`src/rtl/srt2_in_packer.sv`:
```
// rtl/srt2_in_packer.sv - byte-serial operand packer feeding the SRT radix-2 divider core
// Optional: define SRT2_DIVZERO_FLAG_EN to register a divisor-equals-zero flag with out_valid.
module srt2_in_packer #(
  parameter int WIDTH = 32
) (
  input  logic             clk,
  input  logic             rst_n,
  input  logic             push_in,
  input  logic [7:0]       data_in_in,
  input  logic             sign,
  input  logic             select,
  output logic [WIDTH-1:0] z_out,
  output logic [WIDTH-1:0] d_out,
  output logic             sign_o,
  output logic             select_o,
  output logic             out_valid,
  input  logic             out_ready,
  output logic             busy,
  output logic             push_drop,
  output logic             div_zero
);

  localparam int NBYTES = 2 * WIDTH / 8;
  localparam int CW     = $clog2(NBYTES);
  localparam logic [CW-1:0] LAST_BYTE = CW'(NBYTES - 1);
  localparam logic [CW-1:0] HALF      = CW'(NBYTES / 2);

  typedef enum logic {COLLECT, FULL} state_t;

  state_t          state;
  logic [CW-1:0]   cnt;
  logic            push_q;
  logic            armed;
  logic            accept;
  logic [WIDTH-1:0] z_shift;
  logic [WIDTH-1:0] d_shift;

  // armed stays low after reset until push_in is seen low, so a strobe held
  // high across reset release is not mistaken for a fresh rising edge
  assign accept  = push_in & ~push_q & armed;
  assign z_shift = {z_out[WIDTH-9:0], data_in_in};
  assign d_shift = {d_out[WIDTH-9:0], data_in_in};

  // Rising-edge detector on the byte strobe
  always_ff @(posedge clk or negedge rst_n) begin
    if (!rst_n) begin
      push_q <= 1'b0;
      armed  <= 1'b0;
    end else begin
      push_q <= push_in;
      armed  <= armed | ~push_in;
    end
  end

  // Collect/hold FSM: assembles z then d, holds the pair until the core takes it
  always_ff @(posedge clk or negedge rst_n) begin
    if (!rst_n) begin
      state     <= COLLECT;
      cnt       <= '0;
      z_out     <= '0;
      d_out     <= '0;
      sign_o    <= 1'b0;
      select_o  <= 1'b0;
      out_valid <= 1'b0;
      busy      <= 1'b0;
      push_drop <= 1'b0;
    end else begin
      push_drop <= 1'b0;
      case (state)
        COLLECT: begin
          if (accept) begin
            if (cnt < HALF) z_out <= z_shift;
            else            d_out <= d_shift;
            if (cnt == '0) begin
              sign_o   <= sign;
              select_o <= select;
            end
            if (cnt == LAST_BYTE) begin
              cnt       <= '0;
              state     <= FULL;
              out_valid <= 1'b1;
              busy      <= 1'b0;
            end else begin
              cnt  <= cnt + 1'b1;
              busy <= 1'b1;
            end
          end
        end
        FULL: begin
          if (out_ready) begin
            // Transfer; a push on the same edge starts the next operation
            out_valid <= 1'b0;
            state     <= COLLECT;
            if (accept) begin
              z_out    <= z_shift;
              sign_o   <= sign;
              select_o <= select;
              cnt      <= CW'(1);
              busy     <= 1'b1;
            end
          end else if (accept) begin
            push_drop <= 1'b1;
          end
        end
        default: begin
          state <= COLLECT;
          cnt   <= '0;
        end
      endcase
    end
  end

`ifdef SRT2_DIVZERO_FLAG_EN
  // Divisor-zero flag, set alongside out_valid from the final divisor value
  always_ff @(posedge clk or negedge rst_n) begin
    if (!rst_n) begin
      div_zero <= 1'b0;
    end else if (state == COLLECT && accept && cnt == LAST_BYTE) begin
      div_zero <= (d_shift == '0);
    end else if (state == FULL && out_ready) begin
      div_zero <= 1'b0;
    end
  end
`else
  assign div_zero = 1'b0;
`endif

endmodule

```
`config.mk`:
```
export PLATFORM = sky130hd
export DESIGN_NAME = srt2_in_packer
export DESIGN_NICKNAME = d
export VERILOG_FILES = /design/src/rtl/srt2_in_packer.sv
export SDC_FILE = /design/constraint.sdc
export NUM_CORES = 1
export LEC_CHECK = 0
export ABC_AREA = 1
export ABC_CLOCK_PERIOD_IN_PS = 1700
export BUFFER_PORTS_ARGS = -buffer_cell sky130_fd_sc_hd__buf_2
export CORE_MARGIN = 8
export CORE_UTILIZATION = 52
export CTS_CLUSTER_DIAMETER = 80
export CTS_CLUSTER_SIZE = 14
export DETAILED_ROUTE_END_ITERATION = 8
export PLACE_DENSITY = 0.84
export SYNTH_ARGS = -nofsm -noshare
export SYNTH_HDL_FRONTEND = slang
export SYNTH_SLANG_ARGS = --single-unit
export TNS_END_PERCENT = 5
```
`constraint.sdc`:
```
create_clock -name clk -period 1.7 [get_ports clk]
set_input_delay 0.17 -clock clk [delete_from_list [all_inputs] [get_ports clk]]
set_output_delay 0.17 -clock clk [all_outputs]
set_load 0.005 [all_outputs]
```
==> results.yml, run 1 <==
critical_path:
  setup.worst_path.end_class: "flop"
  crit_path_top_delay_cell: "dfrtp_1"
  criticalPathCategory: "reg2reg"
  cp_top_family: "simple AND/OR/NAND/NOR gates"
  crit_path_cell_trace: "inv_2 > nor2_1 > nor2_2 > nand2_2 > buf_4 > nand2_1 > nand2_1"
  path_buf_inv: 2
  crit_required_ns: 1.94
  slowest_delay_ns: 0.42
  crit_fanout: 32
  crit_top_cell: "nand2_1"
  crit_path_start_kind: "flop"
  cp.arrival_ns: 1.67
sta:
  tns_ns: 0
  finClkSkew_ns: 0.00940
  slew_viol_final: 0
  hold_viol: 0
  setup_viol: 0
  hold_slack_ns: 0.0468
  rsz0062_at_grt: "no"
  min_period_ns: 1.43
  layout_worst_path_cycle_share: 0.844
  max_freq_mhz: 697
power:
  seqPwrFrac: 0.492
  ir_drop_uv: 785
  powerDensity_mw_per_mm2: 1650
  switchingPower_uw: 2200
  power_frac_comb: 0.306
  p_clk_frac: 0.202
  p_leak_uw: 0.00217
  sw_frac_of_total: 0.361
  p_int_uw: 3890
floorplanning:
  rows: 28
  fp.dieW_um: 92.5
  pin_count: 84
  coreArea_mm2: 0.00578
  dieArea_mm2: 0.00855
  fp.dieH_um: 92.5
  start_util: 0.526
run:
  drv_cap: 0
route:
  vias: 2429
  routed_wl_mm: 6.79
  ant_nets: 0
  routedWlPerCell_um: 13.7
  via_per_inst: 4.92
  wl_met3_um: 659
  drt_iter0_drc: 74
  drc: 0
  top_layer_used: "met4"
  dr.pass1.iters: 5
  route.met2.wl_mm: 3.03
  drt-met1-wl_mm: 2.99
synthesis:
  yosys_warnings: 0
  yosys-top-cells-area: "dfrtp_1 (62%), nand2_1 (20%), nand3_1 (4.3%), buf_6 (2.2%), ha_1 (1.6%)"
  ys_seq_area_frac: 0.618
  synth_area_mm2: 0.00304
  synth_top_area_frac: 0.618
  yosysTopAreaCell: "dfrtp_1"
  syn_avg_cell_area_um2: 9.27
  synth_nets: 346
  syn_inst: 328
  ys_types: 20
  ys_seq_elements: 75
clock_network:
  cts_max_path_buffers: 2
  clock_latency_ns: 0.35
  clockRootBuffer: "clkbuf_8"
  cts_sinks: 75
  cts_buffers: 9
  cts_tree: "yes"
  clkSlewWorstSetupHoldPaths_ns: 0.08
  h-tree-depth: 3
global_route:
  first_global_vias: 2521
  grt.overflow.total: 0
  grt_antenna_before_repair: 0
  grt_usage: 0.171
  grt_pass1_wl_mm: 11.6
  grt_max_degree: 43
final_layout:
  finalNetCount: 432
  drive_above_1_share: 0.274
  area_growth_pct: 21.2
  antenna_cells: 0
  fin_cells: 494
place:
  place_hpwl_mm: 4.86
  place_congestion: 0.866
  io_buffers: 82
  dpl.cell_count: 476
min_path:
  hp-class: "in2reg"
status:
  status: "completed"
-- worst min-delay path, delay by kind of cell --
family	cells	cell delay, ns
and+or+nand+nor	2	0.10
buffers and inverters	1	0.09
-- cells in the mapped netlist --
master and n:
a21oi_1 5, buf_2 7, buf_4 2, buf_6 6, conb_1 1, dfrtp_1 75, ha_1 4, inv_1 10
inv_2 2, inv_4 1, nand2_1 161, nand2_2 3, nand2_4 2, nand3_1 26, nand4_1 3, nor2_1 9
nor2_2 1, nor2_8 2, o21ai_0 3, o21ai_1 5
-- flip-flops by register name, summed over array words and instances, names as in the netlist --
register / cells
select_o: 1
busy: 1
state: 1
d_out: 32
armed: 1
sign_o: 1
out_valid: 1
push_q: 1
push_drop: 1
cnt: 3
z_out: 32
-- path summary, 6_finish.rpt --
kind,from,end,slack [ns],cells after the start
worst max-delay path,state,z_out[8],0.27,7
worst min-delay path,data_in_in[0],z_out[0],0.05,3
worst max register to register,state,z_out[8],0.27,7
worst min register to register,d_out[30],d_out[30],0.47,2
max in group asynchronous,rst_n,d_out[13],0.84,3
min in group asynchronous,rst_n,d_out[29],0.32,2
-- per-stage QoR --
step / area, µm² / power [µW] / setup slack [ns] / utilization
floorplan: 3040 / 3920 / 0.499 / -
global placement: 3490 / 4820 / 0.362 / 0.603
detailed placement: 3490 / 4930 / 0.292 / 0.603
CTS: 3680 / 6170 / 0.258 / 0.637
global route: 3680 / 6600 / 0.140 / 0.637
finish: 3680 / 6080 / 0.265 / 0.637
-- area by class of cell --
type                       instances  area (µm²)
tap                               75        93.8
timing repair buffer              90         490
clock inverter                     6        40.0
multi-input combinational        225         993
sequential                        75        1880
clock buffer                      10         138
fill                             504        2100
inverter                          13        51.3
-- layout by cell type, fill, tap and decap left out, drive strengths merged --
cell type    count
inv             14
ha               4
o21ai            8
a21oi            5
buf             88
clkinvlp         1
dfrtp           75
nand2          166
clkinv           4
conb             1
nand4            3
clkbuf          10
nand3           26
dlygate4sd3      2
nor2            12
-- logic make-up after synthesis --
logic type	Yosys count	synth area share
DFF	75	0.618
AOI/OAI and AO/OA	13	0.0214
buffers and inverters	28	0.0556
other	1	0.00123
and+or+nand+nor	207	0.288
adders and majority gates	4	0.0165
-- metal layers --
| layer | track usage | vias up |
|---|---|---|
| met5 | 0 | - |
| met4 | 0.0644 | 0 |
| met3 | 0.0793 | 11 |
| met2 | 0.259 | 100 |
| met1 | 0.210 | 1129 |
| li1 | - | 1189 |
-- what timing repair did --
action | in CTS | in global routing
setup buffers | 0 | 0
hold buffers | 2 | 0
setup endpoints to repair | 0 | 0
resized for setup | 0 | 0
endpoints found under the hold margin | 35 | 0
-- power groups by stage --
| stage | Combinational [µW] | Sequential, µW | Clock [µW] |
|---|---|---|---|
| 3_5_place_dp | 1930 | 3000 | 0 |
| 5_1_grt | 2160 | 3090 | 1350 |
| 4_1_cts | 1920 | 2990 | 1260 |
| 2_1_floorplan | 911 | 3010 | 0 |
| 3_3_place_gp | 1830 | 2990 | 0 |
| 6_report | 1860 | 2990 | 1230 |
No activity file was read; power rests on OpenSTA's default activity.
==> inputs of run 2 (changes only) <==
==> config.mk (replaced) <==
export PLATFORM = sky130hd
export DESIGN_NAME = srt2_in_packer
export DESIGN_NICKNAME = d
export VERILOG_FILES = /design/src/rtl/srt2_in_packer.sv
export SDC_FILE = /design/constraint.sdc
export NUM_CORES = 1
export LEC_CHECK = 0
export ABC_AREA = 0
export ABC_CLOCK_PERIOD_IN_PS = 1250
export BUFFER_PORTS_ARGS = -buffer_cell sky130_fd_sc_hd__buf_2
export CORE_MARGIN = 8
export CORE_UTILIZATION = 47
export CTS_CLUSTER_DIAMETER = 80
export CTS_CLUSTER_SIZE = 14
export DETAILED_ROUTE_END_ITERATION = 8
export PLACE_DENSITY = 0.81
export SYNTH_ARGS = -nofsm -noshare
export SYNTH_HDL_FRONTEND = slang
export SYNTH_SLANG_ARGS = --single-unit
export TNS_END_PERCENT = 5
==> constraint.sdc (replaced) <==
create_clock -name clk -period 1.25 [get_ports clk]
set_input_delay 0.125 -clock clk [delete_from_list [all_inputs] [get_ports clk]]
set_output_delay 0.125 -clock clk [all_outputs]
set_load 0.005 [all_outputs]
==> results.yml, run 2 <==
status:
  status: "complete, but fails checks"
  violations: "negative setup slack"
final_layout:
  final_common_cell: "buf_2"
  nFillCells: 488
  final_cell_mix: "buf_2 (81), dfrtp_1 (75), mux2_4 (49)"
  reg.largest.list: "d_out: 32 flops, z_out: 32 flops, cnt: 3 flops"
  antenna_cells: 0
  final_area_mm2: 0.00405
  area_growth_pct: 32.4
  drive_above_1_share: 0.655
  finalNetCount: 306
power:
  ir_drop_uv: 1420
  p_leak_uw: 0.00202
  seqPwrFrac: 0.442
  switchingPower_uw: 2990
  power_frac_comb: 0.377
  powerDensity_mw_per_mm2: 2450
  p_int_uw: 6930
  p_clk_frac: 0.182
  finalPower_uw: 9920
  sw_frac_of_total: 0.302
synthesis:
  synth_commonest_cells: "dfrtp_1 (75), mux2_4 (30), mux2_2 (29)"
  yosys-top-cells-area: "dfrtp_1 (61%), mux2_4 (15%), mux2_2 (11%), buf_6 (2.6%), mux2_1 (2.6%)"
  ys_types: 28
  yosys_warnings: 0
  synth.most_common_cell: "dfrtp_1"
  syn_avg_cell_area_um2: 17.0
  yosysTopAreaCell: "dfrtp_1"
  async_reset_ff_frac: 1.00
  synth_area_mm2: 0.00306
  ys_seq_area_frac: 0.613
  synth_top_area_frac: 0.613
  ys_seq_elements: 75
  syn_inst: 180
  synth_nets: 198
  synth-edff-count: 0
  synthFlopType: "dfrtp_1"
clock_network:
  cts_max_path_buffers: 2
  cts_buffers: 9
  clockRootBuffer: "clkbuf_8"
  cts_tree: "yes"
  clkSlewWorstSetupHoldPaths_ns: 0.08
  clock_latency_ns: 0.34
  h-tree-depth: 3
  cts_sinks: 75
sta:
  min_period_ns: 1.54
  tns_ns: -14.53
  layout_worst_path_cycle_share: 1.23
  hold_viol: 0
  setup_viol: 67
  slew_viol_final: 0
  finClkSkew_ns: 0.00773
  layout_setup_ws_ns: -0.285
  rsz0062_at_grt: "yes"
  max_freq_mhz: 651
route:
  routed_wl_mm: 6.47
  wl_met3_um: 318
  vias: 1822
  routedWlPerCell_um: 17.5
  route.met2.wl_mm: 3.13
  top_layer_used: "met4"
  via_per_inst: 4.92
  drc: 0
  drt_iter0_drc: 42
  dr.pass1.iters: 4
  drt-met1-wl_mm: 2.90
  ant_nets: 0
critical_path:
  path_buf_inv: 2
  cp.arrival_ns: 1.76
  crit_fanout: 7
  cp_top_family: "flip-flops"
  crit_required_ns: 1.48
  crit_path_cell_trace: "and2b_4 > nor3_4 > buf_6 > clkbuf_16 > mux2_4"
  crit_path_top_delay_cell: "dfrtp_1"
  criticalPathCategory: "reg2reg"
  slowest_delay_ns: 0.41
  crit_path_start_kind: "flop"
  setup.worst_path.end_class: "flop"
floorplanning:
  fp.dieH_um: 96.7
  fp.dieW_um: 96.7
  pin_count: 84
  rows: 29
  dieArea_mm2: 0.00935
  coreArea_mm2: 0.00631
  start_util: 0.485
global_route:
  first_global_vias: 2044
  grt.overflow.total: 0
  grt_antenna_before_repair: 0
  grt_usage: 0.139
  grt_max_degree: 26
  grt_pass1_wl_mm: 10.6
place:
  place_ws_ns: -0.313
  io_buffers: 82
  dpl_cell_area_mm2: 0.00368
  place_congestion: 0.881
  place_hpwl_mm: 4.60
run:
  drv_cap: 0
min_path:
  hp-class: "in2reg"
run 2: through the flow:
step / std cells / utilization / hold slack [ns]
2_1_floorplan: 180 / - / -0.171
3_3_place_gp: 349 / 0.583 / 0.0545
3_5_place_dp: 349 / 0.583 / 0.0622
4_1_cts: 370 / 0.627 / 0.00569
5_1_grt: 370 / 0.642 / 0.00879
6_report: 370 / 0.642 / 0.0165
run 2: worst paths after layout:
| path | slack (ns) | end | startpoint | cells after the start |
|---|---|---|---|---|
| max | -0.29 | z_out[14] | state | 5 |
| min | 0.02 | z_out[0] | data_in_in[0] | 2 |
| max reg2reg | -0.29 | z_out[14] | state | 5 |
| min reg2reg | 0.51 | select_o | select_o | 1 |
| max in group asynchronous | 0.51 | d_out[29] | rst_n | 3 |
| min in group asynchronous | 0.25 | z_out[22] | rst_n | 2 |
run 2: layer usage:
metal	GRT usage	vias to the layer above
met3	0.0441	10
met5	0	-
li1	-	844
met4	0.0639	0
met1	0.170	915
met2	0.219	53
run 2: layout make-up:
cell class | count | area, µm² | share of cell area
Clock buffer | 10 | 128 | 0.0315
Clock inverter | 6 | 66.3 | 0.0164
Inverter | 4 | 15.0 | 0.00370
Multi-Input combinational cell | 93 | 1190 | 0.293
Sequential cell | 75 | 1880 | 0.463
Tap cell | 77 | 96.3 | 0.0238
Timing Repair Buffer | 105 | 683 | 0.169
run 2: logic make-up after synthesis:
kind of cell,count (synthesis),share of synthesized area
mux,67,0.283
fa+ha+maj,4,0.0163
buf+inv,12,0.0331
flops,75,0.613
simple gates,14,0.0356
other cells,1,0.00122
compound gates,7,0.0180
run 2: repair_timing:
action | CTS | global route
buffers inserted | 3 | 0
gates cloned | 1 | 1
resized for setup | 6 | 26
setup endpoints to repair | 69 | 71
hold buffers | 1 | 0
pin swaps | 1 | 2
hold endpoints to repair | 61 | 0
run 2: worst register-to-register path: cells and delay by family, from the launching register on:
kind                   cells  cell delay [ns]
and+or+nand+nor            2             0.40
muxes                      1             0.30
DFF                        1             0.41
buffers and inverters      2             0.32
run 2: power by group through the flow:
stage | Sequential [µW] | Clock, µW | Combinational (µW)
after floorplan | 4390 | 0 | 1730
after global placement | 4330 | 0 | 3350
after detailed placement | 4400 | 0 | 3440
after CTS | 4370 | 1860 | 3560
after global routing | 4540 | 1970 | 4090
final | 4380 | 1810 | 3740
==> inputs of run 3 (changes only) <==
--- a/config.mk
+++ b/config.mk
@@ -14,6 +14,7 @@
 export CTS_CLUSTER_SIZE = 14
 export DETAILED_ROUTE_END_ITERATION = 8
 export PLACE_DENSITY = 0.81
+export SKIP_LAST_GASP = 1
 export SYNTH_ARGS = -nofsm -noshare
 export SYNTH_HDL_FRONTEND = slang
 export SYNTH_SLANG_ARGS = --single-unit
==> results.yml, run 3 (synthesized netlist as in run 2, its figures left out) <==
status:
  status: "complete, but fails checks"
  violations: "negative setup slack"
route:
  via_per_inst: 4.88
  ant_nets: 0
  routed_wl_mm: 6.41
  routedWlPerCell_um: 17.3
  drc: 0
  vias: 1804
  drt_iter0_drc: 45
  dr.pass1.iters: 4
global_route:
  grt_pass1_wl_mm: 10.6
  grt_max_degree: 26
  grt_usage: 0.138
  grt_antenna_before_repair: 0
  grt.overflow.total: 0
  first_global_vias: 2032
sta:
  max_freq_mhz: 654
  rsz0062_at_grt: "yes"
  layout_setup_ws_ns: -0.280
  hold_viol: 0
  slew_viol_final: 0
  tns_ns: -16.36
  min_period_ns: 1.53
  setup_viol: 69
  hold_slack_ns: 0.0168
  layout_worst_path_cycle_share: 1.22
  finClkSkew_ns: 0.00772
run:
  drv_cap: 0
floorplanning:
  rows: 29
  fp.dieH_um: 96.7
  fp.dieW_um: 96.7
  start_util: 0.485
  coreArea_mm2: 0.00631
  dieArea_mm2: 0.00935
  pin_count: 84
power:
  p_int_uw: 6870
  p_clk_frac: 0.184
  sw_frac_of_total: 0.300
  power_frac_comb: 0.371
  seqPwrFrac: 0.445
  finalPower_uw: 9820
  p_leak_uw: 0.00201
  switchingPower_uw: 2950
  ir_drop_uv: 1420
  powerDensity_mw_per_mm2: 2450
place:
  place_congestion: 0.881
  place_hpwl_mm: 4.60
  io_buffers: 82
  dpl_cell_area_mm2: 0.00368
critical_path:
  crit_fanout: 7
  crit_path_start_kind: "flop"
  setup.worst_path.end_class: "flop"
  cp.arrival_ns: 1.75
  crit_required_ns: 1.47
  criticalPathCategory: "reg2reg"
final_layout:
  seq_area_mm2: 0.00188
  multiInputGateArea_mm2: 0.00115
  drive_above_1_share: 0.638
  antenna_cells: 0
  reg.largest.list: "d_out: 32 flops, z_out: 32 flops, cnt: 3 flops"
  final_area_mm2: 0.00401
  area_growth_pct: 30.9
  final_core_util: 0.635
  final_common_cell: "buf_2"
  finalNetCount: 306
  nFillCells: 499
  final_cell_mix: "buf_2 (81), dfrtp_1 (75), mux2_4 (46)"
clock_network:
  clock_latency_ns: 0.34
  cts_sinks: 75
  cts_tree: "yes"
  clockRootBuffer: "clkbuf_8"
  cts_buffers: 9
  h-tree-depth: 3
  clkSlewWorstSetupHoldPaths_ns: 0.08
  cts_max_path_buffers: 2
min_path:
  hp-class: "in2reg"
-- run 3: cell counts in the layout (fill, tap and decap cells not counted) --
No cell type changed its count.
-- run 3: critical path, stage by stage (launching register included) --
cell and delay, ns:
dfrtp_1 0.41, and2b_4 0.20, nor3_4 0.20, buf_6 0.15, clkbuf_16 0.16, mux2_4 0.30
-- run 3: cell type report --
class	count	area share
tap	77	0.0240
multi-input combinational	93	0.287
timing repair buffer	105	0.169
clock buffer	10	0.0318
inverter	4	0.00375
sequential	75	0.468
clock inverter	6	0.0165
-- run 3: routing by layer --
layer,routed length (µm),up-vias,global-route usage
li1,-,846,-
met1,2870,904,0.168
met2,3120,47,0.218
met3,316,7,0.0441
met4,102,0,0.0639
met5,0,-,0
-- run 3: through the flow --
step | std cells | setup slack [ns]
3_5_place_dp | 349 | -0.313
6_report | 370 | -0.280
3_3_place_gp | 349 | -0.273
5_1_grt | 370 | -0.336
4_1_cts | 370 | -0.278
2_1_floorplan | 180 | -0.266
-- run 3: worst paths after layout --
kind                                    start        end  slack (ns)  depth (start not counted)
worst max-delay path                    state   z_out[4]       -0.28                          5
worst min-delay path            data_in_in[0]   z_out[0]        0.02                          2
worst max register to register          state   z_out[4]       -0.28                          5
worst min register to register      z_out[31]  z_out[31]        0.51                          1
max in group asynchronous               rst_n  d_out[29]        0.51                          3
min in group asynchronous               rst_n  z_out[22]        0.25                          2
-- run 3: power groups by stage --
stage	clock (µW)	sequential, µW	combinational [µW]
2_1_floorplan	0	4390	1730
3_3_place_gp	0	4330	3350
3_5_place_dp	0	4400	3440
4_1_cts	1860	4360	3520
5_1_grt	1980	4530	3990
6_report	1800	4370	3640
-- run 3: what timing repair did --
item / 4_1_cts / 5_1_grt
gates resized for setup: 2 / 18
setup endpoints to repair: 69 / 71
cloned: 1 / 1
endpoints found under the hold margin: 61 / 0
buffers inserted: 3 / 0
pin swaps: 1 / 1
hold buffers: 1 / 0
